--- src/rtl/mpmc11_pkg.sv ---
`default_nettype none
// ============================================================================
// Module   : mpmc11_pkg
// Brief    : Shared types and helpers for the MPMC11 DDR back end.
// Revision : 1.0
// ============================================================================
package mpmc11_pkg;

    typedef enum logic [1:0] {
        SS_IDLE  = 2'd0,
        SS_RUN   = 2'd1,
        SS_DRAIN = 2'd2,
        SS_DONE  = 2'd3
    } strip_fsm_t;

    // Width needed to count from 0 up to the larger of the two gap limits.
    function automatic int gap_width(input int a, input int b);
        return $clog2(((a > b) ? a : b) + 1);
    endfunction

endpackage
`default_nettype wire

--- src/rtl/mpmc11_strip_idx.sv ---
`default_nettype none
// ============================================================================
// Module   : mpmc11_strip_idx
// Brief    : Strip index with last-strip compare and sticky all-done flag.
// Revision : 1.0
// ============================================================================
module mpmc11_strip_idx #(
    parameter int SW = 8
) (
    input  logic          clk,
    input  logic          rstn,
    input  logic          i_clr,
    input  logic          i_adv,
    input  logic [SW-1:0] i_last,
    output logic [SW-1:0] o_idx,
    output logic          o_all,
    output logic          o_at_last
);

    logic [SW-1:0] r_idx;
    logic          r_all;

    assign o_idx     = r_idx;
    assign o_all     = r_all;
    assign o_at_last = (r_idx == i_last);

    // The index holds on the last strip; the flag marks completion so a
    // full 2^SW-strip burst never wraps back to zero.
    always_ff @(posedge clk) begin
        if (!rstn || i_clr) begin
            r_idx <= '0;
            r_all <= 1'b0;
        end else if (i_adv && !r_all) begin
            if (o_at_last) begin
                r_all <= 1'b1;
            end else begin
                r_idx <= r_idx + 1'b1;
            end
        end
    end

endmodule
`default_nettype wire

--- src/rtl/mpmc11_strip_seq.sv ---
`default_nettype none
// ============================================================================
// Module   : mpmc11_strip_seq
// Brief    : Read/write strip sequencer between port arbiter and MIG app/wdf.
// Revision : 1.0
// ============================================================================
module mpmc11_strip_seq
    import mpmc11_pkg::*;
#(
    parameter int SW        = 8,
    parameter int MAX_OUTST = 4,
    parameter int WR_LEAD   = 2
) (
    input  logic          clk,
    input  logic          rstn,
    input  logic          i_start,
    input  logic          i_abort,
    input  logic          i_is_write,
    input  logic [SW-1:0] i_num_strips,
    input  logic          i_app_rdy,
    input  logic          i_wdf_rdy,
    input  logic          i_rd_valid,
    output logic          o_cmd_en,
    output logic          o_wdf_wren,
    output logic          o_wdf_end,
    output logic [SW-1:0] o_cmd_idx,
    output logic [SW-1:0] o_data_idx,
    output logic          o_busy,
    output logic          o_done,
    output logic          o_err
);

    localparam int                 c_GAP_W     = gap_width(MAX_OUTST, WR_LEAD);
    localparam logic [c_GAP_W-1:0] c_MAX_OUTST = c_GAP_W'(MAX_OUTST);
    localparam logic [c_GAP_W-1:0] c_WR_LEAD   = c_GAP_W'(WR_LEAD);

    strip_fsm_t         r_state;
    logic               r_write;
    logic [SW-1:0]      r_last;
    logic [c_GAP_W-1:0] r_gap;
    logic               r_err;

    logic          w_run;
    logic          w_live;
    logic          w_cmd_en;
    logic          w_wdf_wren;
    logic          w_cmd_xfer;
    logic          w_wdf_xfer;
    logic          w_rd_ok;
    logic          w_rd_xfer;
    logic          w_rd_err;
    logic          w_data_xfer;
    logic          w_start_acc;
    logic          w_abort_acc;
    logic          w_clr;
    logic          w_gap_inc;
    logic          w_gap_dec;
    logic [SW-1:0] w_cmd_idx;
    logic [SW-1:0] w_data_idx;
    logic          w_cmd_all;
    logic          w_data_all;
    logic          w_cmd_at_last;
    logic          w_data_at_last;
    logic          w_cmd_all_nxt;
    logic          w_data_all_nxt;

    assign w_run  = (r_state == SS_RUN);
    assign w_live = (r_state == SS_RUN) || (r_state == SS_DRAIN);

    // Reads are throttled by outstanding commands; a write command may only
    // follow a beat already accepted by the write-data FIFO.
    assign w_cmd_en   = w_run && !w_cmd_all &&
                        (r_write ? (r_gap != '0) : (r_gap < c_MAX_OUTST));
    assign w_wdf_wren = r_write && w_live && !w_data_all && (r_gap < c_WR_LEAD);

    assign w_cmd_xfer  = w_cmd_en && i_app_rdy;
    assign w_wdf_xfer  = w_wdf_wren && i_wdf_rdy;
    assign w_rd_ok     = w_live && !r_write && (r_gap != '0);
    assign w_rd_xfer   = i_rd_valid && w_rd_ok;
    assign w_rd_err    = i_rd_valid && w_live && !w_rd_ok;
    assign w_data_xfer = r_write ? w_wdf_xfer : w_rd_xfer;

    assign w_start_acc = (r_state == SS_IDLE) && i_start && !i_abort;
    assign w_abort_acc = (r_state != SS_IDLE) && i_abort;
    assign w_clr       = w_start_acc || w_abort_acc;

    assign w_gap_inc = r_write ? w_wdf_xfer : w_cmd_xfer;
    assign w_gap_dec = r_write ? w_cmd_xfer : w_rd_xfer;

    // Completion is judged on the flags as they will be after this edge, so
    // a burst whose last command and last beat coincide ends straight from RUN.
    assign w_cmd_all_nxt  = w_cmd_all  || (w_cmd_xfer  && w_cmd_at_last);
    assign w_data_all_nxt = w_data_all || (w_data_xfer && w_data_at_last);

    mpmc11_strip_idx #(.SW(SW)) u_cmd_idx (
        .clk       (clk),
        .rstn      (rstn),
        .i_clr     (w_clr),
        .i_adv     (w_cmd_xfer),
        .i_last    (r_last),
        .o_idx     (w_cmd_idx),
        .o_all     (w_cmd_all),
        .o_at_last (w_cmd_at_last)
    );

    mpmc11_strip_idx #(.SW(SW)) u_data_idx (
        .clk       (clk),
        .rstn      (rstn),
        .i_clr     (w_clr),
        .i_adv     (w_data_xfer),
        .i_last    (r_last),
        .o_idx     (w_data_idx),
        .o_all     (w_data_all),
        .o_at_last (w_data_at_last)
    );

    always_ff @(posedge clk) begin
        if (!rstn) begin
            r_state <= SS_IDLE;
            r_write <= 1'b0;
            r_last  <= '0;
            r_gap   <= '0;
            r_err   <= 1'b0;
        end else begin
            if (w_rd_err) begin
                r_err <= 1'b1;
            end
            case (r_state)
                SS_IDLE: begin
                    if (w_start_acc) begin
                        r_state <= SS_RUN;
                        r_write <= i_is_write;
                        r_last  <= i_num_strips;
                        r_gap   <= '0;
                        r_err   <= 1'b0;
                    end
                end
                SS_RUN, SS_DRAIN: begin
                    if (w_abort_acc) begin
                        r_state <= SS_IDLE;
                        r_write <= 1'b0;
                        r_last  <= '0;
                        r_gap   <= '0;
                    end else begin
                        if (w_gap_inc && !w_gap_dec) begin
                            r_gap <= r_gap + 1'b1;
                        end else if (w_gap_dec && !w_gap_inc) begin
                            r_gap <= r_gap - 1'b1;
                        end
                        if (w_cmd_all_nxt && w_data_all_nxt) begin
                            r_state <= SS_DONE;
                        end else if (w_cmd_all_nxt) begin
                            r_state <= SS_DRAIN;
                        end
                    end
                end
                SS_DONE: begin
                    r_state <= SS_IDLE;
                    if (w_abort_acc) begin
                        r_write <= 1'b0;
                        r_last  <= '0;
                        r_gap   <= '0;
                    end
                end
                default: begin
                    r_state <= SS_IDLE;
                end
            endcase
        end
    end

    assign o_cmd_en   = w_cmd_en;
    assign o_wdf_wren = w_wdf_wren;
    assign o_wdf_end  = w_wdf_wren;
    assign o_cmd_idx  = w_cmd_idx;
    assign o_data_idx = w_data_idx;
    assign o_busy     = (r_state != SS_IDLE);
    assign o_done     = (r_state == SS_DONE);
    assign o_err      = r_err;

endmodule
`default_nettype wire

--- config.mk ---
export PLATFORM = sky130hd
export DESIGN_NAME = mpmc11_strip_seq
export DESIGN_NICKNAME = d
export VERILOG_FILES = /design/src/rtl/mpmc11_pkg.sv /design/src/rtl/mpmc11_strip_idx.sv /design/src/rtl/mpmc11_strip_seq.sv
export SDC_FILE = /design/constraint.sdc
export NUM_CORES = 1
export LEC_CHECK = 0
export CORE_UTILIZATION = 40
export DETAILED_ROUTE_END_ITERATION = 7
export DONT_BUFFER_PORTS = 1
export GPL_TIMING_DRIVEN = 0
export SLEW_MARGIN = 20
export SYNTH_ARGS = -nofsm -noshare
export SYNTH_HDL_FRONTEND = slang
export SYNTH_SLANG_ARGS = --single-unit
--- constraint.sdc ---
create_clock -name clk -period 6.8 [get_ports clk]
set_clock_uncertainty 0.2 [all_clocks]
set_input_delay 1.02 -clock clk [delete_from_list [all_inputs] [get_ports clk]]
set_output_delay 1.02 -clock clk [all_outputs]
set_load 0.01 [all_outputs]
Word level (Yosys, flattened, before mapping)
Cells that the tools add are included.
- $lt $le $gt $ge: 2
- multiplexer cells: 24
- shifts and indexed selects: 0
- bitwise gates (word level): 2
- add/sub/neg operators: 4
- eq/ne operators: 10
- multiply operators: 0
- div/mod/pow operators: 0
- reductions and logical operators: 47
- operators by type and width (cell ; count):
    1-bit logical AND ; 22
    8-bit by 1-bit adder with 8-bit output (second input constant) ; 2
    8-bit == test ; 2
    8-bit two-way mux ; 2
    8-bit case mux with 2 select lines ; 1
    3-bit two-way mux ; 5
    2-bit AND reduction ; 6
    1-bit two-way mux ; 9
    3-bit case mux with 3 select lines ; 1
    1-bit zero test ; 8
    2-bit two-way mux ; 4
    4-bit != test (second input constant) ; 2
    2-bit case mux with 3 select lines ; 1
    1-bit logical OR ; 5
    2-bit == test (second input constant) ; 2
    2-bit by 1-bit != test with 1-bit output (second input constant) ; 2
    3-bit by 1-bit adder with 3-bit output (second input constant) ; 1
    3-bit by 2-bit < comparator with 1-bit output (second input constant) ; 1
    3-bit < comparator (second input constant) ; 1
    3-bit AND reduction ; 1
    3-bit nonzero test ; 1
    3-bit OR reduction ; 1
    3-bit by 1-bit subtractor with 3-bit output (second input constant) ; 1
    2-bit by 1-bit == test with 1-bit output (second input constant) ; 1
    other kinds (6) ; 7
- flip-flop bits (word level): 33
- output and inout bits: 22
- bits in writable memories: 0
- word-level logic and storage cells: 98
- memories kept: 0
- input bits: 16
- latch bits: 0
- bits in read-only memories: 0

Logic depth before layout (Yosys ltp)
- depth in word-level cells: 13
- depth in mapped cells: 10
- gate-level depth less buffers: 10

Hierarchy
Synthesis repeated with hierarchy kept, for this count alone.
- cells, all modules: 222
- area total of the unflattened synthesis: 1960.6 sq um
- by module, submodules not included (module ; times used ; area an instance (sq um) ; cells an instance ; sequential area each (sq um)):
    mpmc11_strip_idx ; 2 ; 529.3 ; 60 ; 180.2
    mpmc11_strip_seq ; 1 ; 902.1 ; 102 ; 300.3

Worst setup path after synthesis
No wires, ideal clock.
- path type: input to register
- start: input i_app_rdy
- end: register r_gap[2]
- buffers on the path: 0
- setup time: 74 ps
- cell stages on the path: 8
- path slack: 3513 ps
- arrival time: 3013 ps
- cells stage by stage: inv_1 or4_4 mux2i_2 inv_1 fa_1 xor2_1 or4b_1 a31oi_1
- cells in the longest elaborated chain, start to end: 7
- RTL lines (item ; line ; source):
    start: declaration ; mpmc11_strip_seq.sv:20 ; input logic i_app_rdy,
    1-bit logical AND (*) ; mpmc11_strip_seq.sv:76 ; assign w_cmd_xfer = w_cmd_en && i_app_rdy;
    1-bit two-way mux ; mpmc11_strip_seq.sv:88 ; assign w_gap_dec = r_write ? w_cmd_xfer : w_rd_xfer;
    1-bit zero test ; mpmc11_strip_seq.sv:145 ; if (w_gap_inc && !w_gap_dec) begin
    1-bit logical AND ; mpmc11_strip_seq.sv:145 ;
    3-bit two-way mux ; mpmc11_strip_seq.sv:145 ;
    3-bit two-way mux ; mpmc11_strip_seq.sv:139 ; if (w_abort_acc) begin
    3-bit case mux with 3 select lines ; mpmc11_strip_seq.sv:128 ; case (r_state)
    end signal: assignment ; mpmc11_strip_seq.sv:146 ; r_gap <= r_gap + 1'b1;
    end signal: assignment ; mpmc11_strip_seq.sv:148 ; r_gap <= r_gap - 1'b1;
    end: declaration ; mpmc11_strip_seq.sv:40 ; logic [c_GAP_W-1:0] r_gap;
Mark *: on every way between the ends. The rest lies on a longest branch, timed or not.
A chain may end at the register's enable or synchronous reset.

Worst setup path after layout
Same ends and word-level chain as after synthesis.

==> reports/metrics.cfg <==
[pwr]
p_leak_nw=0.7982
powerDensity_nw_per_um2=338.6
peakVddDrop_mv=0.1998

[yosys]
muxShareOfSynthArea_pct=1.882
ys_seq_elements=33
ys.warnings.count=0
async_flop_share_pct=0
synthTopCellsByArea=dfxtp_1 37%, xor2_1 9.8%, nor2_1 6.7%
synth-edff-count=0
synthFlopType=dfxtp_1
yosys-top-cells-count=33 x dfxtp_1, 32 x nor2_1, 20 x xor2_1, 11 x xnor2_1
synth_top_area_cell=dfxtp_1
synth_fp_nets=228
synth_compound_area_share_pct=12.26
synth_fa_ha_area_share_pct=5.296
yosysUniqueCellTypes=46
ys_seq_area_share_pct=36.79
synth_xor_area_share_pct=15.12
synth_top_family_by_area=simple AND/OR/NAND/NOR gates
yosysTopAreaCellShare_pct=36.79
syn_area_per_cell_um2=8.758
yosysMostFrequentCell=dfxtp_1
netlist_area_um2=1795
synthesis.instances=205
synthSimpleGateAreaFrac_pct=24.60

[setup_path]
critPathCaptureType=flip-flop
reg2reg_to=r_gap[2]
reg2reg_depth=10
cp_data_required_time_ns=6.81
ff2ff_setup_slack_ns=3.82
setup.worst_path.start=i_app_rdy
start_kind=input port
r2r-start=r_state[1]
crit_arrival_ns=3.08
crit_top_cell=inv_1
slowest_stage=or4_4
crit_path_end=r_gap[2]
crit_chain=inv_1, or4_4, mux2i_2, inv_1, fa_1, xor2_1, or4b_1, a31oi_1
crit_type=in2reg
slowest_delay_ns=0.55
crit_fanout=3

[detailed_routing]
wl_per_cell_um=15.05
vias=1414
route.detailed.drc=0
drt_iter0_drc=67
routed_wl_um=3958
ant_nets=0
firstDrtPassIters=4
via_per_inst=5.376

[placement]
gp_congestion=0.7555
placedCellCount=255
io_buffers=0
hpwlAfterDp_um=2998
postPlaceCellArea_um2=1858

[grt]
antenna_found_initial=0
grt_pass1_vias=1343
overflow=0
gr-usage-all-layers_pct=18.72
grt_max_degree=12
grt_pass1_wl_um=6354

[floorplan]
initial_utilization_pct=43.33
boundaryPins=38
die_y_um=69.00
rows=23
core_area_um2=4144
die_area_um2=4760
die_x_um=69.00

[clock_network]
insertion_delay_ns=0.28
cts_resized=0
cts_setup_buffers=0
clockBufferDepth=2
clkSinkCount=33
tritoncts=done
hold_buffers=0
htreeDepth=2
path_clk_slew_ns=0.07
cts-root-buf=clkbuf_8
numCtsBuffers=5

[timing]
slew_viol_final=0
timing.fmax_ghz=0.3257
relSlewSlack_pct=52.97
setup_viol=0
grt_setup_unrepaired=no
period_share_pct=45.14
fin_crit_ns=3.070
timing.hold.ws_ns=0.3339
final_hold_viol_count=0
tightest_slew_ns=0.7008
tns_ns=0

[layout]
syn_to_final_growth_pct=10.17
fin_area_um2=1978
final_util_pct=47.74
drive_gt1_share_pct=9.859
antenna_cells=0
final_nets=235
instances_no_fill=263
fillerInstances=435

[status]
status=completed

[worst_hold_path]
worstHoldStart=r_state[1]
hp-class=reg2reg

[job]
maxCapViolations=0

area by class of cell:
type                       instances  area, um^2  area share (%)
tap                               50       62.56           3.163
buffer                             7       31.28           1.581
inverter                          11       41.29           2.087
multi-input combinational        154        1062           53.70
clock inverter                     2       37.54           1.898
clock buffer                       6       82.58           4.175
sequential                        33       660.6           33.40
worst min-delay path by stage:
| stage | cells after the start | endpoint |
|---|---|---|
| after global placement | 2 | u_cmd_idx.o_all |
| after detailed placement | 2 | u_cmd_idx.o_all |
| after floorplan | 2 | u_cmd_idx.o_all |
| after CTS | 2 | u_cmd_idx.o_all |
| final | 2 | r_state[1] |
| after global routing | 2 | r_state[1] |
metal layers:
| layer | share of wire, % | vias up | GRT usage (%) | wire, um |
|---|---|---|---|---|
| met2 | 45 | 37 | 29.49 | 1781 |
| met3 | 8.7 | 5 | 8.388 | 344 |
| met1 | 45 | 649 | 22.83 | 1789 |
| met5 | 0 | - | 0 | 0 |
| li1 | - | 723 | - | - |
| met4 | 1.1 | 0 | 5.357 | 43 |
placed cells by master (no fill, tap or decap), types with 2 or more instances in the layout:
cell type / instances
dfxtp_1: 33
nor2_1: 32
xor2_1: 20
xnor2_1: 11
inv_1: 10
nand2_1: 10
nand4_1: 10
a22oi_1: 9
o21ai_0: 6
a21oi_1: 6
ha_1: 6
clkbuf_8: 6
clkbuf_1: 5
and3_1: 5
nor3_1: 3
and2_1: 3
nand3_1: 3
or4_1: 2
nor4_1: 2
mux2i_1: 2
logic make-up after synthesis:
group / Yosys count
muxes: 3
DFF: 33
xor gates and xnor gates: 31
AOI/OAI and AO/OA: 32
buffers and inverters: 18
adders and majority gates: 7
and+or+nand+nor: 81
metrics by stage:
step / total power [mW] / setup slack, ns
5_1_grt: 0.7172 / 3.603
2_1_floorplan: 0.4296 / 3.513
3_5_place_dp: 0.4804 / 3.442
6_report: 0.6698 / 3.730
4_1_cts: 0.6774 / 3.744
3_3_place_gp: 0.4766 / 3.435
state kept, by name (all words and copies together), names as in the netlist:
signal            count
u_cmd_idx.o_idx       8
r_last                8
u_cmd_idx.o_all       1
r_gap                 3
r_state               2
u_data_idx.o_all      1
u_data_idx.o_idx      8
o_err                 1
r_write               1
power breakdown:
part | internal (mW) | switching (mW)
Combinational | 0.0915 | 0.136
Clock | 0.119 | 0.0737
Sequential | 0.217 | 0.0321
Total | 0.428 | 0.242
worst max-delay path, delay by kind of cell:
kind	cells	cell delay, ns
adders and majority gates	1	0.37
AOI/OAI and AO/OA	1	0.17
xor gates and xnor gates	1	0.19
and+or+nand+nor	2	1.01
muxes	1	0.22
buffers and inverters	2	0.10
No activity file was read; power rests on OpenSTA's default activity.
